$ cat src/rtl/tpu_host_seq_pkg.sv
// Shared definitions for the TPU host sequencer: FSM states and uio_in control bit layout.
package tpu_host_seq_pkg;

    typedef enum logic [2:0] {
        ST_IDLE      = 3'd0,
        ST_LOAD      = 3'd1,
        ST_WAIT_DONE = 3'd2,
        ST_READ      = 3'd3,
        ST_RESULT    = 3'd4
    } state_t;

    // uio_in bit positions, identical to the TPU top's decode
    localparam int LOAD_EN_BIT = 0;
    localparam int SEL_AB_BIT  = 1;
    localparam int IDX_LSB     = 2;
    localparam int OUT_EN_BIT  = 4;
    localparam int OUT_SEL_LSB = 5;

    function automatic logic [7:0] load_ctrl(input logic sel_ab, input logic [1:0] idx);
        logic [7:0] c;
        c                 = '0;
        c[LOAD_EN_BIT]    = 1'b1;
        c[SEL_AB_BIT]     = sel_ab;
        c[IDX_LSB +: 2]   = idx;
        return c;
    endfunction

    function automatic logic [7:0] read_ctrl(input logic [1:0] sel);
        logic [7:0] c;
        c                   = '0;
        c[OUT_EN_BIT]       = 1'b1;
        c[OUT_SEL_LSB +: 2] = sel;
        return c;
    endfunction

endpackage

$ cat src/rtl/tpu_wait_timer.sv
// Loadable down-counter; o_expired is high while the count sits at zero.
// Loading N-1 therefore yields an N-cycle wait ending on the expired cycle.
module tpu_wait_timer #(
    parameter int W = 8
) (
    input  logic         clk,
    input  logic         rst_n,
    input  logic         i_load,
    input  logic [W-1:0] i_val,
    output logic         o_expired
);

    logic [W-1:0] r_cnt;

    always_ff @(posedge clk or negedge rst_n) begin
        if (!rst_n) begin
            r_cnt <= '0;
        end else if (i_load) begin
            r_cnt <= i_val;
        end else if (r_cnt != '0) begin
            r_cnt <= r_cnt - 1'b1;
        end
    end

    assign o_expired = (r_cnt == '0);

endmodule

$ cat src/rtl/tpu_host_seq.sv
// Host-side initiator for the tt_um_tpu pin protocol: loads 2x2 A and B,
// waits for a fresh done, then reads back the four C elements.
module tpu_host_seq
    import tpu_host_seq_pkg::*;
#(
    parameter int LOAD_GAP = 1,
    parameter int READ_LAT = 2,
    parameter int TIMEOUT  = 255,
    parameter int TO_W     = 8
) (
    input  logic        clk,
    input  logic        rst_n,
    input  logic        start,
    input  logic [31:0] a_mat,
    input  logic [31:0] b_mat,
    input  logic [7:0]  tpu_out,
    input  logic        tpu_done,
    output logic [7:0]  tpu_in,
    output logic [7:0]  tpu_ctrl,
    output logic        busy,
    output logic        result_valid,
    output logic [31:0] c_mat,
    output logic        err
);

    // Timer reload values are wait length minus one (see tpu_wait_timer)
    localparam logic [TO_W-1:0] GAP_LD = (LOAD_GAP > 0) ? TO_W'(LOAD_GAP - 1) : '0;
    localparam logic [TO_W-1:0] RL_LD  = TO_W'(READ_LAT - 1);
    localparam logic [TO_W-1:0] TO_LD  = (TIMEOUT > 0) ? TO_W'(TIMEOUT - 1) : '0;

    state_t      r_state;
    logic [63:0] r_snap;
    logic [2:0]  r_beat;
    logic        r_in_gap;
    logic [1:0]  r_elem;
    logic [23:0] r_shadow;
    logic        r_done_q;
    logic        r_done_low_seen;
    logic [7:0]  r_tpu_in;
    logic [7:0]  r_tpu_ctrl;
    logic        r_busy;
    logic        r_result_valid;
    logic [31:0] r_c_mat;
    logic        r_err;

    logic            w_tmr_load;
    logic [TO_W-1:0] w_tmr_val;
    logic            w_tmr_exp;
    logic            w_beat_end;
    logic            w_done_ok;
    logic            w_timeout;
    logic [2:0]      w_next_beat;
    logic [1:0]      w_next_elem;

    assign w_beat_end  = r_in_gap ? w_tmr_exp : (LOAD_GAP == 0);
    assign w_done_ok   = r_done_q && r_done_low_seen;
    assign w_timeout   = (TIMEOUT != 0) && w_tmr_exp;
    assign w_next_beat = r_beat + 3'd1;
    assign w_next_elem = r_elem + 2'd1;

    tpu_wait_timer #(.W(TO_W)) u_timer (
        .clk       (clk),
        .rst_n     (rst_n),
        .i_load    (w_tmr_load),
        .i_val     (w_tmr_val),
        .o_expired (w_tmr_exp)
    );

    // One timer serves all three waits since they never overlap
    always_comb begin
        w_tmr_load = 1'b0;
        w_tmr_val  = '0;
        case (r_state)
            ST_LOAD: begin
                if (!r_in_gap && LOAD_GAP != 0) begin
                    w_tmr_load = 1'b1;
                    w_tmr_val  = GAP_LD;
                end else if (w_beat_end && r_beat == 3'd7) begin
                    w_tmr_load = 1'b1;
                    w_tmr_val  = TO_LD;
                end
            end
            ST_WAIT_DONE: begin
                if (w_done_ok) begin
                    w_tmr_load = 1'b1;
                    w_tmr_val  = RL_LD;
                end
            end
            ST_READ: begin
                if (w_tmr_exp && r_elem != 2'd3) begin
                    w_tmr_load = 1'b1;
                    w_tmr_val  = RL_LD;
                end
            end
            default: ;
        endcase
    end

    always_ff @(posedge clk or negedge rst_n) begin
        if (!rst_n) begin
            r_state         <= ST_IDLE;
            r_snap          <= '0;
            r_beat          <= '0;
            r_in_gap        <= 1'b0;
            r_elem          <= '0;
            r_shadow        <= '0;
            r_done_q        <= 1'b0;
            r_done_low_seen <= 1'b0;
            r_tpu_in        <= '0;
            r_tpu_ctrl      <= '0;
            r_busy          <= 1'b0;
            r_result_valid  <= 1'b0;
            r_c_mat         <= '0;
            r_err           <= 1'b0;
        end else begin
            r_done_q       <= tpu_done;
            r_result_valid <= 1'b0;
            r_err          <= 1'b0;
            case (r_state)
                ST_IDLE: begin
                    if (start) begin
                        r_snap          <= {b_mat, a_mat};
                        r_beat          <= '0;
                        r_in_gap        <= 1'b0;
                        r_done_low_seen <= 1'b0;
                        r_tpu_in        <= a_mat[7:0];
                        r_tpu_ctrl      <= load_ctrl(1'b0, 2'd0);
                        r_busy          <= 1'b1;
                        r_state         <= ST_LOAD;
                    end
                end
                ST_LOAD: begin
                    if (!r_done_q) r_done_low_seen <= 1'b1;
                    if (!r_in_gap && LOAD_GAP != 0) begin
                        r_in_gap                <= 1'b1;
                        r_tpu_ctrl[LOAD_EN_BIT] <= 1'b0;
                    end else if (w_beat_end) begin
                        r_in_gap <= 1'b0;
                        if (r_beat == 3'd7) begin
                            r_tpu_in   <= '0;
                            r_tpu_ctrl <= '0;
                            r_state    <= ST_WAIT_DONE;
                        end else begin
                            // Beats 0..3 come from A, 4..7 from B: bit 2 is sel_ab
                            r_beat     <= w_next_beat;
                            r_tpu_in   <= r_snap[{w_next_beat, 3'b000} +: 8];
                            r_tpu_ctrl <= load_ctrl(w_next_beat[2], w_next_beat[1:0]);
                        end
                    end
                end
                ST_WAIT_DONE: begin
                    if (!r_done_q) r_done_low_seen <= 1'b1;
                    if (w_done_ok) begin
                        r_elem     <= '0;
                        r_tpu_ctrl <= read_ctrl(2'd0);
                        r_state    <= ST_READ;
                    end else if (w_timeout) begin
                        r_err   <= 1'b1;
                        r_busy  <= 1'b0;
                        r_state <= ST_IDLE;
                    end
                end
                ST_READ: begin
                    if (w_tmr_exp) begin
                        if (r_elem == 2'd3) begin
                            r_c_mat        <= {tpu_out, r_shadow};
                            r_result_valid <= 1'b1;
                            r_tpu_ctrl     <= '0;
                            r_state        <= ST_RESULT;
                        end else begin
                            r_shadow[{r_elem, 3'b000} +: 8] <= tpu_out;
                            r_elem     <= w_next_elem;
                            r_tpu_ctrl <= read_ctrl(w_next_elem);
                        end
                    end
                end
                ST_RESULT: begin
                    r_busy  <= 1'b0;
                    r_state <= ST_IDLE;
                end
                default: begin
                    r_busy  <= 1'b0;
                    r_state <= ST_IDLE;
                end
            endcase
        end
    end

    assign tpu_in       = r_tpu_in;
    assign tpu_ctrl     = r_tpu_ctrl;
    assign busy         = r_busy;
    assign result_valid = r_result_valid;
    assign c_mat        = r_c_mat;
    assign err          = r_err;

endmodule
$ cat config.mk
export PLATFORM = sky130hd
export DESIGN_NAME = tpu_host_seq
export DESIGN_NICKNAME = d
export VERILOG_FILES = /design/src/rtl/tpu_host_seq_pkg.sv /design/src/rtl/tpu_wait_timer.sv /design/src/rtl/tpu_host_seq.sv
export SDC_FILE = /design/constraint.sdc
export NUM_CORES = 1
export LEC_CHECK = 0
export CORE_UTILIZATION = 25
export CTS_BUF_LIST = sky130_fd_sc_hd__clkbuf_8
export DETAILED_ROUTE_END_ITERATION = 10
export PLACE_DENSITY_LB_ADDON = 0.08
export SYNTH_ARGS = -nofsm -noshare
export SYNTH_HDL_FRONTEND = slang
export SYNTH_SLANG_ARGS = --single-unit
$ cat constraint.sdc
create_clock -name clk -period 3.4 [get_ports clk]
set_input_delay 0.51 -clock clk [delete_from_list [all_inputs] [get_ports clk]]
set_output_delay 0.51 -clock clk [all_outputs]
set_load 0.1 [all_outputs]
# ---- After elaboration in Yosys (flattened, before gate mapping)
# Index checks and enable logic that the tools add are counted.
dict set report word_totals {
  regBits 158
  word_cells 132
  input_bits 76
  output_inout_bits 51
}
dict set report classes {
  bitwise_logic 2
  shift 3
  eq_ne 20
  muxes 62
  n_reduce_logical 25
  addsub 4
}
# op count
set op_table {}
lappend op_table {{$mux W8} 12}
lappend op_table {{$shiftx A64 B7 Y8} 1}
lappend op_table {{$mux W3} 12}
lappend op_table {{$pmux W8 S4} 1}
lappend op_table {{$ne A2 B2 Y1 const B} 13}
lappend op_table {{$bwmux W24} 1}
lappend op_table {{$pmux W8 S3} 1}
lappend op_table {{$shift A8 B7 Y24 const A} 1}
lappend op_table {{$shiftx A8 B7 Y24} 1}
lappend op_table {{$mux W1} 21}
lappend op_table {{$pmux W8 S2} 1}
lappend op_table {{$mux W7} 2}
lappend op_table {{$pmux W3 S4} 1}
lappend op_table {{$reduce_and A4 Y1} 3}
lappend op_table {{$reduce_and A5 Y1} 2}
lappend op_table {{$reduce_and A3 Y1} 3}
lappend op_table {{$logic_not A8 Y1} 1}
lappend op_table {{$reduce_bool A2 Y1} 4}
lappend op_table {{$reduce_bool A8 Y1} 1}
lappend op_table {{$sub A8 B1 Y8 const B} 1}
lappend op_table {{$neg A5 Y7} 1}
lappend op_table {{$reduce_and A7 Y1} 1}
lappend op_table {{$eq A3 B2 Y1 const B} 2}
lappend op_table {{$mux W2} 3}
lappend op_table {{other kinds (18)} 26}

# ---- Logic depth before layout (Yosys ltp)
dict set report depth {
  ltp_word 7
  mapped_depth 8
  ltp_nobuf 6
}

# ---- By module
# A second synthesis with hierarchy kept.
dict set report hier_totals {
  hier_cells 565
  area_unflattened_um2 6949.2
}
# mod area_per_inst_um2 seq_area_each_um2 instances cells_per_inst
set modules_own_cells {}
lappend modules_own_cells {tpu_host_seq 6461.2 3728.6 1 511}
lappend modules_own_cells {tpu_wait_timer 488.0 200.2 1 54}

# ---- Worst setup path before layout
# Ideal clock, no wire load.
dict set report synth_path {
  path_type {register to register}
  start {register u_timer.r_cnt[0]}
  end {register r_busy, in the netlist busy}
  t_arrival_ns 2.265
  setup_time_ns 0.121
  synth_period_minus_slack_ns 2.386
  required_ns 3.279
  setup_slack_ns 1.014
  path_buffers 2
  path_stages_with_launch 9
  cell_sequence {dfrtp_1 inv_1 ha_1 or3b_2 buf_2 or2_1 buf_6 or4_1 a31o_1}
}
dict set report synth_between {
  elab_chain_len 3
}
# element line_no
set synth_lines {}
lappend synth_lines {{from (decl)} tpu_wait_timer.sv:13} ;# logic [W-1:0] r_cnt;
lappend synth_lines {{from (signal assigned)} tpu_wait_timer.sv:19} ;# r_cnt <= i_val;
lappend synth_lines {{from (signal assigned)} tpu_wait_timer.sv:21} ;# r_cnt <= r_cnt - 1'b1;
lappend synth_lines {{$logic_not A8 Y1} tpu_wait_timer.sv:25} ;# assign o_expired = (r_cnt == '0);
lappend synth_lines {{$ne A2 B2 Y1 (no source line)} -}
lappend synth_lines {{$reduce_and A4 Y1 (no source line)} -}
lappend synth_lines {{to (signal assigned)} tpu_host_seq.sv:111} ;# r_busy <= 1'b0;
lappend synth_lines {{to (signal assigned)} tpu_host_seq.sv:128} ;# r_busy <= 1'b1;
lappend synth_lines {{to (signal assigned)} tpu_host_seq.sv:159} ;# r_busy <= 1'b0;
lappend synth_lines {{to (decl)} tpu_host_seq.sv:41} ;# logic r_busy;
# No other way between the ends.
# A chain may end at the register's enable or synchronous reset.

# ---- Worst setup path in the final report
dict set report layout_path {
  start {register u_timer.r_cnt[1]}
  end {register r_shadow[23]}
}
dict set report layout_between {
  elab_chain_len 2
}
# element line_no
set layout_lines {}
lappend layout_lines {{$logic_not A8 Y1} tpu_wait_timer.sv:25}
lappend layout_lines {{$reduce_and A3 Y1 (no source line)} -}
lappend layout_lines {{to (signal, indexed assignment)} tpu_host_seq.sv:171} ;# r_shadow[{r_elem, 3'b000} +: 8] <= tpu_out;
lappend layout_lines {{to (decl)} tpu_host_seq.sv:36} ;# logic [23:0] r_shadow;
# No other way between the ends.

==> results.sh <==
export IMPL_synth_area_leaders="dfrtp_1 (55%), mux2_2 (16%), mux2i_1 (4.6%)"
export IMPL_antennaDiodeCount=0
export IMPL_synth_area_um2=7120
export IMPL_end_kind="flop"
export IMPL_synth_seq_cells=157
export IMPL_dieArea_um2=29100
export IMPL_die_h_um=171
export IMPL_worstPathCellList="inv_1 -> ha_1 -> or3b_2 -> nor4_4 -> nand2_1 -> a21bo_2"
export IMPL_dr_pass1_iters=6
export IMPL_synth_fa_ha_area_share_pct=1.58
export IMPL_drv_slew=0
export IMPL_synthArstFlopShare_pct=100
export IMPL_p_per_area_nw_per_um2=655
export IMPL_synth_avg_cell_area_um2=13.1
export IMPL_clk_latency_ns=0.46
export IMPL_multi_input_area_um2=2990
export IMPL_ff_latch_area_um2=3930
export IMPL_postRouteAntennaNets=0
export IMPL_cts_htree_levels=4
export IMPL_clk_path_buf_depth=2
export IMPL_cp_required_ns=3.73
export IMPL_cpMaxStageDelayCell="nor4_4"
export IMPL_post_dp_hpwl_um=13000
export IMPL_dpl_cell_area_um2=8790
export IMPL_drive_gt1_share_pct=26.4
export IMPL_tightest_slew_ns=1.04
export IMPL_drv_cap=0
export IMPL_synthFlopType="dfrtp_1"
export IMPL_cts_root_buffer="clkbuf_8"
export IMPL_yosysUniqueCellTypes=56
export IMPL_gp_congestion=0.742
export IMPL_grt_pass1_wl_um=29000
export IMPL_ys_warn_count=0
export IMPL_ir_worst_vdd_mv=0.294
export IMPL_clk_pin_slew_worst_paths_ns=0.09
export IMPL_totalWireLength_um=18500
export IMPL_p_seq_share_pct=36.8
export IMPL_netlist_instances=544
export IMPL_crit_buf_inv=1
export IMPL_fin_nets=748
export IMPL_synth_edff_count=0
export IMPL_critPathMaxStageDelay_ns=0.62
export IMPL_grt_ovfl_total=0
export IMPL_synth_fp_nets=629
export IMPL_ys_seq_area_share_pct=55.2
export IMPL_maxSlewHeadroom_pct=30.5
export IMPL_timing_final_crit_share_pct=77.8
export IMPL_wire_per_inst_um=17.6
export IMPL_core_area_um2=27900
export IMPL_drt_initial_drc_count=210
export IMPL_cellLeakagePower_uw=0.00420
export IMPL_outcome="completed"
export IMPL_syn2layout_area_growth_pct=30.5
export IMPL_internal_power_uw=3800
export IMPL_holdBufCountCts=0
export IMPL_synthMuxAreaShare_pct=20.9
export IMPL_fin_worst_skew_ns=0.0230
export IMPL_clock_sinks=157
export IMPL_final_area_um2=9280
export IMPL_vias_per_cell=4.63
export IMPL_numCtsBuffers=17
export IMPL_place_port_buffers=125
export IMPL_grt_max_degree=108
export IMPL_synth_top_family_by_area="multiplexers"
export IMPL_critPathKind="reg -> reg"
export IMPL_hold_class="in -> async"
export IMPL_pin_count=127
export IMPL_layout_commonest_cell="dfrtp_1"
export IMPL_synth_simple_area_share_pct=7.45
export IMPL_cts_resized=0
export IMPL_synth_top_area_share_pct=55.2
export IMPL_critPathTopFamily="simple AND/OR/NAND/NOR gates"
export IMPL_cp_arrival_ns=2.97
export IMPL_fmax_mhz=378
export IMPL_combPwrFrac_pct=34.5
export IMPL_antenna_found_initial=0
export IMPL_post_cts_buffers=0
export IMPL_finalHoldViolCount=0
export IMPL_startpoint_type="flop"
export IMPL_num_vias=4878
export IMPL_fillers=2774
export IMPL_drc_errors=0
export IMPL_min_period_ns=2.64
export IMPL_synth_compound_area_share_pct=11.6
export IMPL_start_util_pct=25.5
export IMPL_die_w_um=171
export IMPL_clockPowerShare_pct=28.7
export IMPL_layout_common_cells="dfrtp_1 (156), clkdlybuf4s50_1 (124), mux2_2 (103)"
export IMPL_setup_tns_ns=0
export IMPL_setup_viol=0
export IMPL_cts_tree="yes"
export IMPL_worst_path_max_fanout=13
export IMPL_rows=61
export IMPL_p_sw_share_pct=37.4
export IMPL_synth_xor_area_share_pct=0.246
export IMPL_grt_pass1_vias=5038
export IMPL_power_net_switching_uw=2270
export IMPL_grt_use_total_pct=13.3
export IMPL_yosysTopAreaCell="dfrtp_1"
export IMPL_rsz0062_at_grt="no"
synthesized netlist by cell type, types with 5 or more instances:
library cell and count:
nor3_1 6, nor3b_1 6, o21ai_0 9, a21oi_1 25
mux2_2 103, nand4_1 26, a22oi_1 17, and2_1 5
nor2b_1 5, a21bo_2 24, buf_2 14, o211ai_1 5
dfrtp_1 157, ha_1 9, a32oi_1 8, clkbuf_1 14
nand2_1 7, inv_1 11, mux2i_1 33, buf_1 6
per-stage QoR:
| stage | std cells | hold slack (ns) | setup slack (ns) | util [%] | power [uW] |
|---|---|---|---|---|---|
| after detailed placement | 1022 | 0.473 | 0.756 | 31.6 | 4410 |
| after CTS | 1053 | 0.245 | 0.741 | 33.3 | 6180 |
| after global placement | 1022 | 0.480 | 0.853 | 31.6 | 4380 |
| final | 1053 | 0.206 | 0.756 | 33.3 | 6080 |
| after global routing | 1053 | 0.268 | 0.577 | 33.3 | 6440 |
| after floorplan | 544 | 0.214 | 1.01 | - | 3680 |
logic make-up after synthesis:
family / count (synthesis)
AND/OR/NAND/NOR: 81
buffers and inverters: 47
other: 1
multiplexers: 136
adder cells (fa/ha/maj): 9
XOR/XNOR: 2
AO/OA/AOI/OAI: 111
flip-flops: 157
power groups by stage:
stage | sequential (uW) | clock [uW] | combinational, uW
after floorplan | 2520 | 0 | 1150
after global placement | 2270 | 0 | 2110
after detailed placement | 2280 | 0 | 2130
after CTS | 2240 | 1800 | 2140
after global routing | 2270 | 1900 | 2270
final | 2240 | 1750 | 2100
layout make-up:
class	count	area share (%)
tap	378	5.09
multi-input combinational	340	32.2
sequential	157	42.3
clock inverter	14	2.76
inverter	11	0.445
clock buffer	17	2.52
timing repair buffer	136	14.6
final timing paths:
check                            startpoint                to  slack (ns)  cells past startpoint
setup / recovery           u_timer.r_cnt[1]      r_shadow[23]        0.76                      6
hold / removal                        rst_n  u_timer.r_cnt[4]        0.21                      1
setup reg to reg           u_timer.r_cnt[1]      r_shadow[23]        0.76                      6
max in group asynchronous             rst_n        r_snap[38]        2.31                      2
hold reg to reg                 r_shadow[7]       r_shadow[7]        0.49                      1
min in group clk                r_shadow[7]       r_shadow[7]        0.49                      1
layer usage:
metal	vias to the layer above	track usage, %	part of all wire [%]
met2	118	22.2	49
met5	-	0	0
met1	2485	16.6	45
li1	2264	-	-
met4	0	3.21	0.83
met3	11	4.28	5.2
sequential cells by signal, summed over array words and instances (netlist names), 2 cells and up:
name and count:
r_snap 64, tpu_in 8, r_state 3, c_mat 32
r_beat 3, u_timer.r_cnt 8, r_shadow 24, tpu_ctrl 7
r_elem 2
Note: power is estimated with default switching activity, not from simulation.
